--- src/rtl/div_ctrl_pkg.sv ---
// Shared types and constants for the multi-cycle divider.
// Imported by the interface, the trial-subtract step and the div_ctrl top.
package div_ctrl_pkg;

  localparam int WIDTH = 32;
  localparam int CNT_W = 6;

  typedef enum logic [1:0] {
    DivFree   = 2'b00,
    DivByZero = 2'b01,
    DivOn     = 2'b10,
    DivEnd    = 2'b11
  } div_state_e;

  localparam logic DivStart          = 1'b1;
  localparam logic DivStop           = 1'b0;
  localparam logic DivResultReady    = 1'b1;
  localparam logic DivResultNotReady = 1'b0;

  typedef logic [WIDTH-1:0]   RegBus;
  typedef logic [2*WIDTH-1:0] DoubleRegBus;

endpackage

--- src/rtl/div_ctrl_if.sv ---
// Request/response bundle between the EX stage (master) and the divider (slave).
interface div_ctrl_if
  import div_ctrl_pkg::*;
#(
  parameter int WIDTH = div_ctrl_pkg::WIDTH
);

  logic               start_i;
  logic               annul_i;
  logic               signed_div_i;
  logic [WIDTH-1:0]   opdata1_i;
  logic [WIDTH-1:0]   opdata2_i;
  logic               busy_o;
  logic               ready_o;
  logic [2*WIDTH-1:0] result_o;

  modport master (
    output start_i, annul_i, signed_div_i, opdata1_i, opdata2_i,
    input  busy_o, ready_o, result_o
  );

  modport slave (
    input  start_i, annul_i, signed_div_i, opdata1_i, opdata2_i,
    output busy_o, ready_o, result_o
  );

endinterface

--- src/rtl/div_ctrl_step.sv ---
// One radix-2 restoring iteration: shift in the next dividend bit, trial-subtract
// the divisor and return the new partial remainder plus the quotient bit.
module div_ctrl_step
  import div_ctrl_pkg::*;
#(
  parameter int WIDTH = div_ctrl_pkg::WIDTH
) (
  input  logic [WIDTH-1:0] i_partRem,
  input  logic             i_dividendBit,
  input  logic [WIDTH-1:0] i_divisor,
  output logic [WIDTH-1:0] o_partRem,
  output logic             o_qBit
);

  logic [WIDTH:0]   w_shifted;
  logic             w_ge;
  logic [WIDTH-1:0] w_diff;

  assign w_shifted = {i_partRem, i_dividendBit};
  assign w_ge      = (w_shifted >= {1'b0, i_divisor});
  // When the trial succeeds the difference is below the divisor, so the low WIDTH bits are exact.
  assign w_diff    = w_shifted[WIDTH-1:0] - i_divisor;

  assign o_partRem = w_ge ? w_diff : w_shifted[WIDTH-1:0];
  assign o_qBit    = w_ge;

endmodule

--- src/rtl/div_ctrl.sv ---
// Multi-cycle signed/unsigned 32-bit divider for DIV/DIVU, one quotient bit per cycle.
// Result is {remainder, quotient}; divide-by-zero returns zero without trapping.
module div_ctrl
  import div_ctrl_pkg::*;
#(
  parameter int WIDTH = div_ctrl_pkg::WIDTH,
  parameter int CNT_W = div_ctrl_pkg::CNT_W
) (
  input  logic     clk,
  input  logic     rst,
  div_ctrl_if.slave bus
);

  div_state_e         r_state;
  div_state_e         w_nextState;
  logic [CNT_W-1:0]   r_cnt;
  logic [WIDTH-1:0]   r_dividendQuot;
  logic [WIDTH-1:0]   r_divisor;
  logic [WIDTH-1:0]   r_partRem;
  logic               r_quotNeg;
  logic               r_remNeg;
  logic [2*WIDTH-1:0] r_result;

  logic               w_accept;
  logic               w_divZero;
  logic               w_lastIter;
  logic [WIDTH-1:0]   w_absA;
  logic [WIDTH-1:0]   w_absB;
  logic [WIDTH-1:0]   w_nextRem;
  logic               w_qBit;
  logic [WIDTH-1:0]   w_quotNext;
  logic [WIDTH-1:0]   w_finalQuot;
  logic [WIDTH-1:0]   w_finalRem;

  assign w_accept   = (r_state == DivFree) && bus.start_i && !bus.annul_i;
  assign w_divZero  = (bus.opdata2_i == '0);
  assign w_lastIter = (r_cnt == CNT_W'(WIDTH - 1));

  assign w_absA = (bus.signed_div_i && bus.opdata1_i[WIDTH-1]) ? -bus.opdata1_i : bus.opdata1_i;
  assign w_absB = (bus.signed_div_i && bus.opdata2_i[WIDTH-1]) ? -bus.opdata2_i : bus.opdata2_i;

  div_ctrl_step #(
    .WIDTH(WIDTH)
  ) u_step (
    .i_partRem    (r_partRem),
    .i_dividendBit(r_dividendQuot[WIDTH-1]),
    .i_divisor    (r_divisor),
    .o_partRem    (w_nextRem),
    .o_qBit       (w_qBit)
  );

  // Dividend bits leave at the MSB while quotient bits enter at the LSB of the same register.
  assign w_quotNext  = {r_dividendQuot[WIDTH-2:0], w_qBit};
  assign w_finalQuot = r_quotNeg ? -w_quotNext : w_quotNext;
  assign w_finalRem  = r_remNeg  ? -w_nextRem  : w_nextRem;

  always_ff @(posedge clk) begin
    if (rst) r_state <= DivFree;
    else     r_state <= w_nextState;
  end

  always_comb begin
    w_nextState = r_state;
    bus.busy_o  = 1'b0;
    bus.ready_o = DivResultNotReady;
    case (r_state)
      DivFree: begin
        if (w_accept) begin
          bus.busy_o  = 1'b1;
          w_nextState = w_divZero ? DivByZero : DivOn;
        end
      end
      DivByZero: begin
        bus.busy_o  = 1'b1;
        w_nextState = bus.annul_i ? DivFree : DivEnd;
      end
      DivOn: begin
        bus.busy_o = 1'b1;
        if (bus.annul_i)     w_nextState = DivFree;
        else if (w_lastIter) w_nextState = DivEnd;
      end
      DivEnd: begin
        bus.ready_o = DivResultReady;
        if (bus.start_i == DivStop) w_nextState = DivFree;
      end
      default: w_nextState = DivFree;
    endcase
  end

  always_ff @(posedge clk) begin
    if (rst) begin
      r_cnt          <= '0;
      r_dividendQuot <= '0;
      r_divisor      <= '0;
      r_partRem      <= '0;
      r_quotNeg      <= 1'b0;
      r_remNeg       <= 1'b0;
      r_result       <= '0;
    end else begin
      case (r_state)
        DivFree: begin
          if (w_accept && !w_divZero) begin
            r_cnt          <= '0;
            r_dividendQuot <= w_absA;
            r_divisor      <= w_absB;
            r_partRem      <= '0;
            r_quotNeg      <= bus.signed_div_i & (bus.opdata1_i[WIDTH-1] ^ bus.opdata2_i[WIDTH-1]);
            r_remNeg       <= bus.signed_div_i & bus.opdata1_i[WIDTH-1];
          end
        end
        DivByZero: begin
          r_cnt <= '0;
          if (!bus.annul_i) r_result <= '0;
        end
        DivOn: begin
          if (bus.annul_i) begin
            r_cnt <= '0;
          end else begin
            r_partRem      <= w_nextRem;
            r_dividendQuot <= w_quotNext;
            if (w_lastIter) begin
              r_cnt    <= '0;
              r_result <= {w_finalRem, w_finalQuot};
            end else begin
              r_cnt <= r_cnt + CNT_W'(1);
            end
          end
        end
        default: begin
        end
      endcase
    end
  end

  assign bus.result_o = r_result;

endmodule

--- src/flat_wrapper.sv ---
// flat-port wrapper written by rule: the top's interface ports become plain ports
module div_ctrl_flat import div_ctrl_pkg::*;
#(
  parameter int WIDTH = div_ctrl_pkg::WIDTH,
  parameter int CNT_W = div_ctrl_pkg::CNT_W
)
  (clk, rst, bus_start_i, bus_annul_i, bus_signed_div_i, bus_opdata1_i, bus_opdata2_i, bus_busy_o, bus_ready_o, bus_result_o);
  div_ctrl_if #(.WIDTH(WIDTH)) bus_i ();
  input  logic clk;
  input  logic rst;
  input wire logic [$bits(bus_i.start_i)-1:0] bus_start_i;
  input wire logic [$bits(bus_i.annul_i)-1:0] bus_annul_i;
  input wire logic [$bits(bus_i.signed_div_i)-1:0] bus_signed_div_i;
  input wire logic [$bits(bus_i.opdata1_i)-1:0] bus_opdata1_i;
  input wire logic [$bits(bus_i.opdata2_i)-1:0] bus_opdata2_i;
  output wire logic [$bits(bus_i.busy_o)-1:0] bus_busy_o;
  output wire logic [$bits(bus_i.ready_o)-1:0] bus_ready_o;
  output wire logic [$bits(bus_i.result_o)-1:0] bus_result_o;
  assign bus_i.start_i = bus_start_i;
  assign bus_i.annul_i = bus_annul_i;
  assign bus_i.signed_div_i = bus_signed_div_i;
  assign bus_i.opdata1_i = bus_opdata1_i;
  assign bus_i.opdata2_i = bus_opdata2_i;
  assign bus_busy_o = bus_i.busy_o;
  assign bus_ready_o = bus_i.ready_o;
  assign bus_result_o = bus_i.result_o;
  div_ctrl #(.WIDTH(WIDTH), .CNT_W(CNT_W)) u_core (.clk(clk), .rst(rst), .bus(bus_i));
endmodule
--- config.mk ---
export PLATFORM = sky130hd
export DESIGN_NAME = div_ctrl_flat
export DESIGN_NICKNAME = d
export VERILOG_FILES = /design/src/rtl/div_ctrl_pkg.sv /design/src/rtl/div_ctrl_if.sv /design/src/rtl/div_ctrl_step.sv /design/src/rtl/div_ctrl.sv /design/src/flat_wrapper.sv
export SDC_FILE = /design/constraint.sdc
export NUM_CORES = 1
export LEC_CHECK = 0
export BUFFER_PORTS_ARGS = -buffer_cell sky130_fd_sc_hd__buf_2
export CORE_AREA = 5 5 224 226
export DETAILED_ROUTE_END_ITERATION = 12
export DIE_AREA = 0 0 229 231
export HOLD_SLACK_MARGIN = 0.08
export PLACE_DENSITY = 0.38
export RECOVER_POWER = 25
export SYNTH_ARGS = -nofsm -noshare
export SYNTH_HDL_FRONTEND = slang
export SYNTH_SLANG_ARGS = --single-unit
--- constraint.sdc ---
create_clock -name clk -period 6.8 [get_ports clk]
set_input_delay 0.68 -clock clk [delete_from_list [all_inputs] [get_ports clk]]
set_output_delay 0.68 -clock clk [all_outputs]
set_load 0.01 [all_outputs]
# --- Yosys cells after proc, flatten, opt, wreduce, memory -nomap -nowiden ---
# Cells that the tools add are included.
totals:
  reg_bits: 170
  output_inout_bits: 66
  wordCells: 76
classes:
  n_addsub: 6
  order_cmp: 1
  eq_ne: 11
  mux: 29
  bitwise: 3
  n_reduce_logical: 18
op_table:
  columns: ["operator", "count"]
  rows:
  - ["32-bit two-way mux", 9]
  - ["64-bit two-way mux", 3]
  - ["32-bit negator", 4]
  - ["32-bit case mux with 2 select lines", 2]
  - ["64-bit case mux with 2 select lines", 1]
  - ["33-bit by 32-bit >= comparator with 1-bit output", 1]
  - ["32-bit logical NOT", 1]
  - ["32-bit subtractor", 1]
  - ["6-bit two-way mux", 3]
  - ["6-bit case mux with 3 select lines", 1]
  - ["2-bit two-way mux", 6]
  - ["2-bit != test (second input constant)", 4]
  - ["2-bit case mux with 4 select lines", 1]
  - ["6-bit by 1-bit adder with 6-bit output (second input constant)", 1]
  - ["6-bit by 5-bit equality test with 1-bit output (second input constant)", 1]
  - ["3-bit AND reduction", 2]
  - ["1-bit logical AND", 5]
  - ["2-bit equality test (second input constant)", 2]
  - ["2-bit by 1-bit != test with 1-bit output (second input constant)", 2]
  - ["2-bit AND reduction", 2]
  - ["4-bit AND reduction", 1]
  - ["2-bit nonzero test", 2]
  - ["3-bit by 2-bit != test with 1-bit output (second input constant)", 1]
  - ["3-bit nonzero test", 1]
  - ["other kinds (8)", 11]

# --- Logic depth before layout (Yosys ltp) ---
# Gate-level depths: netlist of the first run.
depth:
  ltp_word: 7
  ltp_mapped: 24
  mapped_depth_nobuf: 19

# --- Modules after synthesis ---
# Synthesis of the first run repeated with hierarchy kept, for this count alone.
unflattened:
  cells_unflattened: 1426
  hier_area_um2: 11369.7
modules_own_cells:
  columns: ["mod", "instances", "cells_each", "area_per_inst_um2", "seq_area_each_um2"]
  rows:
  - ["div_ctrl", 1, 1103, 9038.7, 3403.3]
  - ["div_ctrl_step", 1, 323, 2331.0, 0.0]

# --- Worst setup path after synthesis of the first run ---
# OpenSTA, ideal clock, no wires.
synth_timing:
  path_type: "reg2reg"
  start: "reg u_core.r_divisor[22]"
  end: "reg u_core.r_result[28], in the netlist u_core.bus.result_o[28]"
  setup_ps: 128
  t_arrival_ps: 4511
  required_ps: 6672
  path_slack_ps: 2162
  path_stages_with_launch: 24
  path_buffers: 6
  synth_period_minus_slack_ps: 4638
  path_cell_list: "dfxtp_1 > inv_1 > ha_1 > buf_6 > a211oi_2 > nor2_1 > a311oi_2 > o211ai_1 > or3_1 > buf_6 > clkinv_2 > buf_6 > buf_2 > buf_2 > ha_1 > nand2b_1 > or3_1 > or2_2 > clkbuf_1 > or4_1 > o41ai_1 > xnor2_1 > a22oi_1 > nor2_1"
synth_between:
  elab_chain_cells: 6
synth_lines:
  columns: ["element", "line", "source"]
  rows:
  - ["from (decl)", "div_ctrl.sv:18", "logic [WIDTH-1:0] r_divisor;"]
  - ["from (signal assigned)", "div_ctrl.sv:105", "r_divisor <= w_absB;"]
  - ["33-bit by 32-bit >= comparator with 1-bit output", "div_ctrl_step.sv:20", "assign w_ge = (w_shifted >= {1'b0, i_divisor});"]
  - ["32-bit negator", "div_ctrl.sv:54", "assign w_finalQuot = r_quotNeg ? -w_quotNext : w_quotNext;"]
  - ["32-bit two-way mux", "div_ctrl.sv:54", null]
  - ["64-bit two-way mux", "div_ctrl.sv:121", "if (w_lastIter) begin"]
  - ["64-bit two-way mux", "div_ctrl.sv:116", "if (bus.annul_i) begin"]
  - ["64-bit case mux with 2 select lines", "div_ctrl.sv:100", "case (r_state)"]
  - ["to (signal assigned)", "div_ctrl.sv:123", "r_result <= {w_finalRem, w_finalQuot};"]
  - ["to (decl)", "div_ctrl.sv:22", "logic [2*WIDTH-1:0] r_result;"]
# Every way passes these cells. The select of a mux whose other input is x is not followed.
# A chain may end at the register's enable or synchronous reset.

# --- Worst setup path in the final report of the first run ---
layout_timing:
  start: "reg u_core.r_partRem[17]"
  end: "reg u_core.r_result[62], in the netlist u_core.bus.result_o[62]"
layout_between:
  elab_chain_cells: 7
  elab_cells_between_ends: 8
  cone_classes: "add/sub: 2; order compare: 1; mux: 5"
layout_lines:
  columns: ["element", "line", "source"]
  rows:
  - ["from (decl)", "div_ctrl.sv:19", "logic [WIDTH-1:0] r_partRem;"]
  - ["from (signal assigned)", "div_ctrl.sv:119", "r_partRem <= w_nextRem;"]
  - ["32-bit subtractor or 33-bit by 32-bit >= comparator with 1-bit output (tied branches)", "div_ctrl_step.sv:22, div_ctrl_step.sv:20", null]
  - ["32-bit two-way mux (*)", "div_ctrl_step.sv:24", "assign o_partRem = w_ge ? w_diff : w_shifted[WIDTH-1:0];"]
  - ["32-bit negator", "div_ctrl.sv:55", "assign w_finalRem = r_remNeg ? -w_nextRem : w_nextRem;"]
  - ["32-bit two-way mux (*)", "div_ctrl.sv:55", null]
  - ["64-bit two-way mux (*)", "div_ctrl.sv:121", null]
  - ["64-bit two-way mux (*)", "div_ctrl.sv:116", null]
  - ["64-bit case mux with 2 select lines (*)", "div_ctrl.sv:100", null]
# Mark *: on every way between the ends. The rest lies on a longest branch, timed or not. The select of a mux whose other input is x is not followed.

==> reports/qor.yml, run 1 <==
finalMaxSlewViolations: 0
switching_power_mw: 2.28
setup_viol: 0
tritoncts: "built"
syn_nets: 1689
postCtsSetupRepairBufs: 0
die_w_um: 229
antenna_found_initial: 0
p_sw_frac: 0.481
p_comb_frac: 0.539
drv_cap: 0
fin_skew_ps: 13.2
tightest_slew_ps: 1190
finalPower_mw: 4.75
slew_headroom: 0.205
rsz0062_at_grt: "false"
drive_gt1_frac: 0.0994
cts_root_buf: "clkbuf_16"
async_reset_ff_frac: 0
end_kind: "register"
layout_setup_ws_ps: 1910
grt_use_total: 0.167
clk_latency_ps: 480
boundaryPins: 135
hold_path.class: "reg2reg"
grt_pass1_wl_um: 68500
ys_top_cells_by_count: "nor2_1, nand2_1, dfxtp_1, a21oi_1, o21ai_0"
critPathMaxFanout: 20
grt_pass1_vias: 11100
tns_ps: 0
syn_avg_cell_area_um2: 7.52
yosysMostFrequentCell: "nor2_1"
num_rows: 81
finalWirelength_um: 44700
drt-initial-drc-count: 728
cp.arrival_ps: 5270
synthTopCellsByArea: "dfxtp_1, nor2_1, xnor2_1, nand2_1, a21oi_1"
cts_resized: 0
core_um2: 48100
post-place-ws_ps: 1930
die_h_um: 231
vias_per_cell: 5.02
start_util: 0.246
synth_edf_count: 0
max_freq_mhz: 204
drt_pass1_iterations: 4
irDropWorstVdd_uv: 190
synthesis.area_um2: 11900
finalHoldViolCount: 0
insertedDiodeCount: 0
required_ps: 7170
io_buffer_count: 134
fp.dieArea_um2: 52900
overflow: 0
ys_types: 86
synth-seq-cells: 170
yosys_most_used_dff: "dfxtp_1"
p_clk_frac: 0.205
routed-via-count: 11500
hpwlAfterDp_um: 34300
multiInputGateArea_um2: 7850
synthToLayoutAreaGrowth_pct: 13.7
ys_warn_count: 0
numCtsBuffers: 17
drt-wirelength-per-cell_um: 19.6
power_frac_seq: 0.256
gp_congestion: 0.890
drc: 0
critPathKind: "reg2reg"
antenna_left: 0
h-tree-depth: 4
final_net_count: 1759
fillers: 5297
cts.sinks: 170
grt_max_degree: 72
status: "completed"
clock_path_buffers: 2
path_clk_slew_ps: 70
power_density_nw_per_um2: 352
synth_top_area_frac: 0.287
p_int_mw: 2.46
finalCritPeriodShare: 0.720
ctsHoldBuffers: 0
seqCellArea_um2: 3400
seq_area_frac_synth: 0.287
crit_path_start_kind: "register"
synth.largest_area_cell: "dfxtp_1"
power.leakage_nw: 4.96
netlist_instances: 1577
period_minus_slack_ps: 4890
[registers in the layout, indices dropped and copies added, names as in the netlist]
register,count
u_core.r_divisor,32
u_core.r_partRem,32
u_core.r_remNeg,1
u_core.r_cnt,6
u_core.bus.result_o,64
u_core.r_state,2
u_core.r_quotNeg,1
u_core.r_dividendQuot,32
[layer usage]
metal	wire, um	global-route usage	vias up
met5	0	0	-
met1	22000	0.234	5415
li1	-	-	5819
met4	678	0.0432	0
met2	20500	0.268	190
met3	1480	0.0261	31
[critical path, stage by stage, from the launching register on]
cell and delay (ps):
dfxtp_1 350, ha_1 440, a21oi_1 210, o21ai_0 130
a311oi_2 450, o211ai_1 160, or3_2 740, mux2i_1 320
ha_1 320, nand2_1 100, nor3_1 200, and3_1 240
a21o_1 320, o2111ai_4 220, o31ai_1 300, xnor2_1 100
a22o_1 170
[worst paths after layout]
kind / startpoint / endpoint / slack (ps) / cells after the start
worst max-delay path: u_core.r_partRem[17] / u_core.bus.result_o[62] / 1910 / 16
worst min-delay path: u_core.bus.result_o[2] / u_core.bus.result_o[2] / 460 / 2
worst max register to register: u_core.r_partRem[17] / u_core.bus.result_o[62] / 1910 / 16
worst min register to register: u_core.bus.result_o[2] / u_core.bus.result_o[2] / 460 / 2
[cell families after synthesis]
kind of cell	after synthesis	synth area share
buf+inv	147	0.0533
fa+ha+maj	43	0.0460
simple gates	596	0.235
xor+xnor	132	0.0975
flops	170	0.287
compound gates	475	0.269
mux	14	0.0121
[cell usage in the layout, fill, tap and decap left out, types with 11 or more instances in the layout]
master and n:
mux2i_1 11, nor2_1 203, o41ai_1 13, a21oi_1 136, o31ai_1 23, clkbuf_16 17, o21ai_0 86, nand2_1 196
a211oi_1 37, dfxtp_1 170, a22o_1 17, buf_2 74, a31oi_1 14, and3_1 12, or3_1 13, nand3_1 28
nor3_1 28, nand4_1 13, or4_1 18, xor2_1 47, a21o_1 14, inv_1 53, a22oi_1 56, xnor2_1 85
clkbuf_1 61, ha_1 41, nor4_1 15
[power by group through the flow]
stage          Clock, mW  Combinational, mW  Sequential, mW
2_1_floorplan          0               1.89            1.19
3_3_place_gp           0               2.56            1.24
4_1_cts             1.01               2.57            1.21
6_report           0.974               2.56            1.21
5_1_grt             1.04               2.82            1.23
3_5_place_dp           0               2.56            1.24
[cell type report]
class,instances,area share
clock inverter,11,0.00724
clock buffer,21,0.0342
sequential,170,0.253
tap,622,0.0577
multi-input combinational,1260,0.582
timing repair buffer,144,0.0510
inverter,54,0.0151
[stage by stage]
stage | instances | area [um2] | utilization | hold slack [ps]
final | 2282 | 13500 | 0.280 | 462
after global routing | 2282 | 13500 | 0.280 | 486
after CTS | 2282 | 13600 | 0.281 | 459
after detailed placement | 2250 | 13000 | 0.270 | 451
after global placement | 2250 | 13000 | 0.270 | 447
after floorplan | 1577 | 11900 | - | 432
Note: power is estimated with default switching activity, not from simulation.
==> inputs of run 2 (changes only) <==
- PLACE_DENSITY: 0.38 -> 0.4
- clock period: 6.8 -> 4.06 ns (I/O delays scaled with it)
==> run 2 against run 1 <==
Effect of this change:
- power up 89%
- register-to-register slack worse by 1800 ps
- core utilization up 3.4 points
- count of clock-buffer cells in the layout up 1
- critical path depth up 2
- hold slack worse by 220 ps
- non-clock buffer count up 158
- via count up 5.6%
- sequential power up 66%
- cell area up 12%
- critical endpoint is now u_core.bus.result_o[28]
- highest routed layer is now met5
==> reports/qor.yml, run 2 (synthesis results as in run 1) <==
drive_gt1_frac: 0.207  # was 0.0994
power_density_nw_per_um2: 594  # was 352 nW/um2
finalMaxSlewViolations: 0  # unchanged
cts.sinks: 170  # unchanged
power.leakage_nw: 5.81  # was 4.96 nW
hold_start: "bus_opdata2_i[0]"  # was u_core.bus.result_o[2]
r2r-start: "u_core.r_divisor[20]"  # was u_core.r_partRem[17]
final_common_cell: "nor2_1"  # unchanged
cts_root_buf: "clkbuf_16"  # unchanged
clock_path_buffers: 2  # unchanged
finalWirelength_um: 45800  # was 44,700 um
final_net_count: 1917  # was 1,759
end_kind: "register"  # unchanged
boundaryPins: 135  # unchanged
crit_path_start_kind: "register"  # unchanged
hpwlAfterDp_um: 36000  # was 34,300 um
irDropWorstVdd_uv: 287  # was 190 uV
rsz0062_at_grt: "true"  # was false
die_h_um: 231  # unchanged
crit_chain: "inv_2, ha_4, buf_4, and3_1, nor3b_4, buf_4, and3_1, or3_4, inv_4, ha_4, nand2b_4, or3_4, or2_4, or4_4, o41ai_4, xnor2_1, a22oi_1, nor2_1"  # was ha_1, a21oi_1, o21ai_0, a311oi_2, o211ai_1, or3_2, mux2i_1, ha_1, nand2_1, nor3_1, and3_1, a21o_1, o2111ai_4, o31ai_1, xnor2_1, a22o_1
routed-via-count: 12100  # was 11,500
core_um2: 48100  # unchanged
gp_congestion: 0.853  # was 0.890
hold_depth: 3  # was 2
grt_use_total: 0.168  # was 0.167
hold_path.class: "in2reg"  # was reg2reg
die_w_um: 229  # unchanged
grt_pass1_vias: 11800  # was 11,100
vias_per_cell: 4.96  # was 5.02
r2r-end: "u_core.bus.result_o[28]"  # was u_core.bus.result_o[62]
tightest_slew_ps: 1370  # was 1190 ps
drt-initial-drc-count: 778  # was 728
period_minus_slack_ps: 3940  # was 4890 ps
status: "completed"  # unchanged
start_util: 0.246  # unchanged
io_buffer_count: 134  # unchanged
drv_cap: 0  # unchanged
numCtsBuffers: 17  # unchanged
grt_pass1_wl_um: 70000  # was 68,500 um
insertedDiodeCount: 0  # unchanged
drt-wirelength-per-cell_um: 18.8  # was 19.6 um
antenna_left: 0  # unchanged
max_freq_mhz: 254  # was 204 MHz
overflow: 0  # unchanged
placed_cell_area_um2: 14300  # was 13,000 um2
path_clk_slew_ps: 70  # about the same
slew_headroom: 0.0880  # was 0.205
largest_reg_flops: 64  # unchanged
critPathKind: "reg2reg"  # unchanged
tns_ps: 0  # unchanged
fin_area_um2: 15100  # was 13,500 um2
ctsHoldBuffers: 0  # unchanged
finalHoldViolCount: 0  # unchanged
reg2reg_slack_ps: 120  # was 1910 ps
clk_latency_ps: 460  # was 480 ps
final_cell_mix: "nor2_1, nand2_1, buf_4"  # was nor2_1, nand2_1, dfxtp_1
setup_viol: 0  # unchanged
drc: 0  # unchanged
fp.dieArea_um2: 52900  # unchanged
critPathMaxFanout: 7  # was 20
drt_pass1_iterations: 5  # was 4
finalCritPeriodShare: 0.971  # was 0.720
required_ps: 4390  # was 7170 ps
reg2regPathDepth: 18  # was 16
min_to: "u_core.r_divisor[0]"  # was u_core.bus.result_o[2]
synthToLayoutAreaGrowth_pct: 27.3  # was 13.7%
fin_skew_ps: 13.5  # was 13.2 ps
h-tree-depth: 4  # unchanged
tritoncts: "built"  # unchanged
num_rows: 81  # unchanged
grt_max_degree: 69  # was 72
antenna_found_initial: 1  # was 0
cp.arrival_ps: 4270  # was 5270 ps
critical_path.max_stage_delay_ps: 440  # was 740 ps
cp_slowest_cell: "or3_4"  # was or3_2
[run 2: changes by cell type in the layout (fill, tap and decap cells not counted), sizes merged]
cell / change
bufinv: +1
buf: +159
inv: +5
clkinv: -8
clkinvlp: -1
[run 2: routing by layer]
layer | global-route usage | up-vias | wire length, um
li1 | - | 6126 | -
met1 | 0.221 | 5721 | 21400
met2 | 0.285 | 209 | 21900
met3 | 0.0312 | 44 | 1600
met4 | 0.0428 | 2 | 836
met5 | 0 | - | 13
[run 2: final cells by class]
class / count / area (um2)
sequential: 170 / 3410
timing repair buffer: 302 / 1900
tap: 622 / 778
fill: 5191 / 33100
clock buffer: 22 / 484
inverter: 54 / 205
clock inverter: 8 / 109
multi-input combinational: 1260 / 8200
[run 2: metrics by stage]
step	instances	hold WS [ps]	util	total power, mW	setup WS, ps
after floorplan	1577	430	-	5.32	-176
after global placement	2402	442	0.297	7.04	-221
after detailed placement	2402	446	0.297	7.05	-240
after CTS	2433	225	0.309	8.83	16.1
after global routing	2438	249	0.313	9.61	-34.9
final	2438	246	0.313	8.97	116
[run 2: repair_timing]
action                     in CTS  in global routing
setup buffers                   1                  5
cloned                          0                  0
setup endpoints to repair      18                 28
resized for setup               2                 48
pin swaps                       1                 18
[run 2: worst max path at each step]
stage | start | end | slack, ps
after floorplan | u_core.r_divisor[22] | u_core.bus.result_o[28] | -180
after global placement | u_core.r_divisor[18] | u_core.bus.result_o[28] | -220
after detailed placement | u_core.r_divisor[18] | u_core.bus.result_o[28] | -240
after CTS | u_core.r_divisor[22] | u_core.bus.result_o[58] | 20
after global routing | u_core.r_divisor[18] | u_core.bus.result_o[28] | -30
final | u_core.r_divisor[20] | u_core.bus.result_o[28] | 120
[run 2: critical path: cells and delay by family, from the launching register on]
| family | cells | cell delay [ps] |
|---|---|---|
| fa+ha+maj | 2 | 370 |
| simple gates | 9 | 2110 |
| flops | 1 | 320 |
| xor+xnor | 1 | 100 |
| buf+inv | 4 | 430 |
| compound gates | 2 | 470 |
[run 2: power by group]
part           switching [mW]  internal (mW)  total (mW)  leakage [nW]
logic                    3.14           2.09        5.23          4.13
clock network           0.751          0.973        1.72         0.294
registers               0.181           1.83        2.01          1.38
==> inputs of run 3 (changes only) <==
==> constraint.sdc (replaced) <==
create_clock -name clk -period 4.06 [get_ports clk]
set_input_delay 0.812 -clock clk [delete_from_list [all_inputs] [get_ports clk]]
set_output_delay 0.812 -clock clk [all_outputs]
set_load 0.01 [all_outputs]
==> run 3 against run 2 <==
Effect of this change:
- via count is essentially flat
- first-iteration DRC count grew 5.9%
- wire length grew 0.45%
- cell count grew 0.33%
- worst setup slack gained 59 ps
- hold slack gained 210 ps
- critical path type unchanged
- maximum frequency grew 1.5%
- global-route usage grew 0.41 points
- largest cell class unchanged
- sequential power is essentially flat
- core utilization grew 0.086 points
- largest power group unchanged
- power grew 0.70%
==> reports/qor.yml, run 3 (synthesis results as in run 1) <==
finalCritPeriodShare: 0.957  # was 0.971
io_buffer_count: 134  # unchanged
crit_buf_inv: 4  # unchanged
reg2regPathDepth: 18  # unchanged
finalWirelength_um: 46000  # was 45,800 um
cts_root_buf: "clkbuf_16"  # unchanged
drt-initial-drc-count: 824  # was 778
routed-via-count: 12100  # about the same
hold_path.class: "reg2reg"  # was in2reg
post-place-ws_ps: -197  # was -240 ps
setup_viol: 0  # unchanged
irDropWorstVdd_uv: 330  # was 287 uV
boundaryPins: 135  # unchanged
top_usage_layer: "met2"  # unchanged
reg2reg_slack_ps: 180  # was 120 ps
hold_start: "u_core.r_divisor[22]"  # was bus_opdata2_i[0]
fin_cells: 2446  # was 2,438
tritoncts: "built"  # unchanged
h-tree-depth: 4  # unchanged
final_common_cell: "nor2_1"  # unchanged
met2_usage: 0.283  # was 0.285
gp_congestion: 0.862  # was 0.853
required_ps: 4430  # was 4390 ps
core_um2: 48100  # unchanged
slew_headroom: 0.199  # was 0.0880
max_freq_mhz: 257  # was 254 MHz
path_clk_slew_ps: 70  # about the same
use_met1: 0.232  # was 0.221
start_util: 0.246  # unchanged
grt_use_met3: 0.0288  # was 0.0312
clk_latency_ps: 500  # was 460 ps
hold_depth: 2  # was 3
die_w_um: 229  # unchanged
critPathKind: "reg2reg"  # unchanged
fp.dieArea_um2: 52900  # unchanged
placedCellCount: 2408  # was 2,402
cp_slowest_cell: "or4_4"  # was or3_4
final_net_count: 1922  # was 1,917
finalMaxSlewViolations: 0  # unchanged
clock_path_buffers: 2  # unchanged
grt_pass1_wl_um: 71400  # was 70,000 um
fillers: 5197  # was 5,191
hpwlAfterDp_um: 36100  # was 36,000 um
vias_per_cell: 4.95  # was 4.96
die_h_um: 231  # unchanged
drt-wirelength-per-cell_um: 18.8  # about the same
final_util: 0.314  # was 0.313
overflow: 0  # unchanged
fin_skew_ps: 13.7  # was 13.5 ps
critPathMaxFanout: 7  # unchanged
critical_path.max_stage_delay_ps: 430  # was 440 ps
power_density_nw_per_um2: 597  # was 594 nW/um2
status: "completed"  # unchanged
rsz0062_at_grt: "true"  # unchanged
final_cell_mix: "nor2_1, nand2_1, dfxtp_1"  # was nor2_1, nand2_1, buf_4
drive_gt1_frac: 0.203  # was 0.207
end_kind: "register"  # unchanged
finalHoldViolCount: 0  # unchanged
seqCellArea_um2: 3410  # about the same
num_rows: 81  # unchanged
period_minus_slack_ps: 3880  # was 3940 ps
cp.arrival_ps: 4260  # was 4270 ps
min_to: "u_core.r_divisor[22]"  # was u_core.r_divisor[0]
drv_cap: 0  # unchanged
drt_pass1_iterations: 5  # unchanged
drc: 0  # unchanged
layout_setup_ws_ps: 175  # was 116 ps
synthToLayoutAreaGrowth_pct: 27.7  # was 27.3%
r2r-end: "u_core.bus.result_o[28]"  # unchanged
power.leakage_nw: 5.83  # was 5.81 nW
crit_chain: "inv_1, ha_1, buf_4, and3_1, nor3b_2, buf_4, and3_1, or3_4, clkinv_2, ha_4, nand2b_1, or3_4, or2_4, or4_4, o41ai_4, xnor2_1, a22oi_1, nor2_1"  # was inv_2, ha_4, buf_4, and3_1, nor3b_4, buf_4, and3_1, or3_4, inv_4, ha_4, nand2b_4, or3_4, or2_4, or4_4, o41ai_4, xnor2_1, a22oi_1, nor2_1
crit_path_start_kind: "register"  # unchanged
antenna_left: 0  # unchanged
numCtsBuffers: 17  # unchanged
grt_use_total: 0.172  # was 0.168
grt_max_degree: 73  # was 69
path_delay_family: "simple AND/OR/NAND/NOR gates"  # unchanged
largest_reg_flops: 64  # unchanged
multiInputGateArea_um2: 8180  # was 8200 um2
r2r-start: "u_core.r_divisor[19]"  # was u_core.r_divisor[20]
tightest_slew_ps: 1200  # was 1370 ps
cts.sinks: 170  # unchanged
antenna_found_initial: 1  # unchanged
grt_pass1_vias: 12000  # was 11,800
tns_ps: 0  # unchanged
[run 3: changes by cell type in the layout (fill, tap and decap cells not counted), moves of 2 or more]
cell      change
buf_12        +3
clkinv_4      +2
ha_1          +3
clkinv_2      +2
dfxtp_2       -5
dfxtp_1       +5
o31ai_1       -2
inv_6         -2
inv_1         +5
inv_2         -5
diode_2       +2
buf_4         +2
ha_4          -3
a21oi_4       -2
[run 3: worst max-delay path by stage]
stage	from	to	slack, ps	cells past startpoint
2_1_floorplan	u_core.r_divisor[22]	u_core.bus.result_o[28]	-180	23
3_3_place_gp	u_core.r_divisor[18]	u_core.bus.result_o[28]	-200	17
3_5_place_dp	u_core.r_divisor[20]	u_core.bus.result_o[28]	-200	17
4_1_cts	u_core.r_divisor[31]	u_core.bus.result_o[58]	20	17
5_1_grt	u_core.r_dividendQuot[31]	u_core.bus.result_o[62]	-20	16
6_report	u_core.r_divisor[19]	u_core.bus.result_o[28]	180	18
[run 3: repair_timing]
item | CTS | global route
hold buffers | 0 | 0
pin swaps | 2 | 16
cloned | 0 | 0
resized for setup | 1 | 36
endpoints found under the setup margin | 18 | 21
buffers inserted | 2 | 3
[run 3: metal layers]
| metal | share of wire | wire [um] | vias up |
|---|---|---|---|
| li1 | - | - | 6134 |
| met1 | 0.48 | 21800 | 5714 |
| met2 | 0.47 | 21600 | 216 |
| met3 | 0.031 | 1420 | 49 |
| met4 | 0.023 | 1070 | 0 |
| met5 | 0 | 0 | - |
[run 3: through the flow]
| stage | hold WS (ps) | cell area (um2) | total power [mW] |
|---|---|---|---|
| final | 453 | 15100 | 9.03 |
| after global routing | 495 | 15100 | 9.69 |
| after CTS | 454 | 15000 | 8.86 |
| after detailed placement | 446 | 14400 | 7.12 |
| after global placement | 441 | 14400 | 7.10 |
| after floorplan | 430 | 12000 | 5.32 |
[run 3: final cells by class]
class	count	area share
multi-input combinational	1260	0.540
sequential	170	0.225
timing repair buffer	307	0.131
tap	622	0.0514
clock buffer	23	0.0329
inverter	54	0.0135
clock inverter	8	0.00554
antenna	2	0.000331
[run 3: worst register-to-register path, cell delays in order (launching register included)]
cell and delay [ps]:
dfxtp_1 310, inv_1 50, ha_1 290, buf_4 170
and3_1 160, nor3b_2 160, buf_4 140, and3_1 180
or3_4 420, clkinv_2 100, ha_4 120, nand2b_1 90
or3_4 380, or2_4 240, or4_4 440, o41ai_4 230
xnor2_1 110, a22oi_1 140, nor2_1 50
[run 3: power by group]
| part | leakage (nW) | switching, mW | internal, mW | total [mW] |
|---|---|---|---|---|
| Sequential | 1.38 | 0.183 | 1.83 | 2.02 |
| Clock | 0.290 | 0.773 | 0.925 | 1.70 |
| Combinational | 4.17 | 3.17 | 2.15 | 5.32 |
| Total | 5.83 | 4.13 | 4.90 | 9.03 |
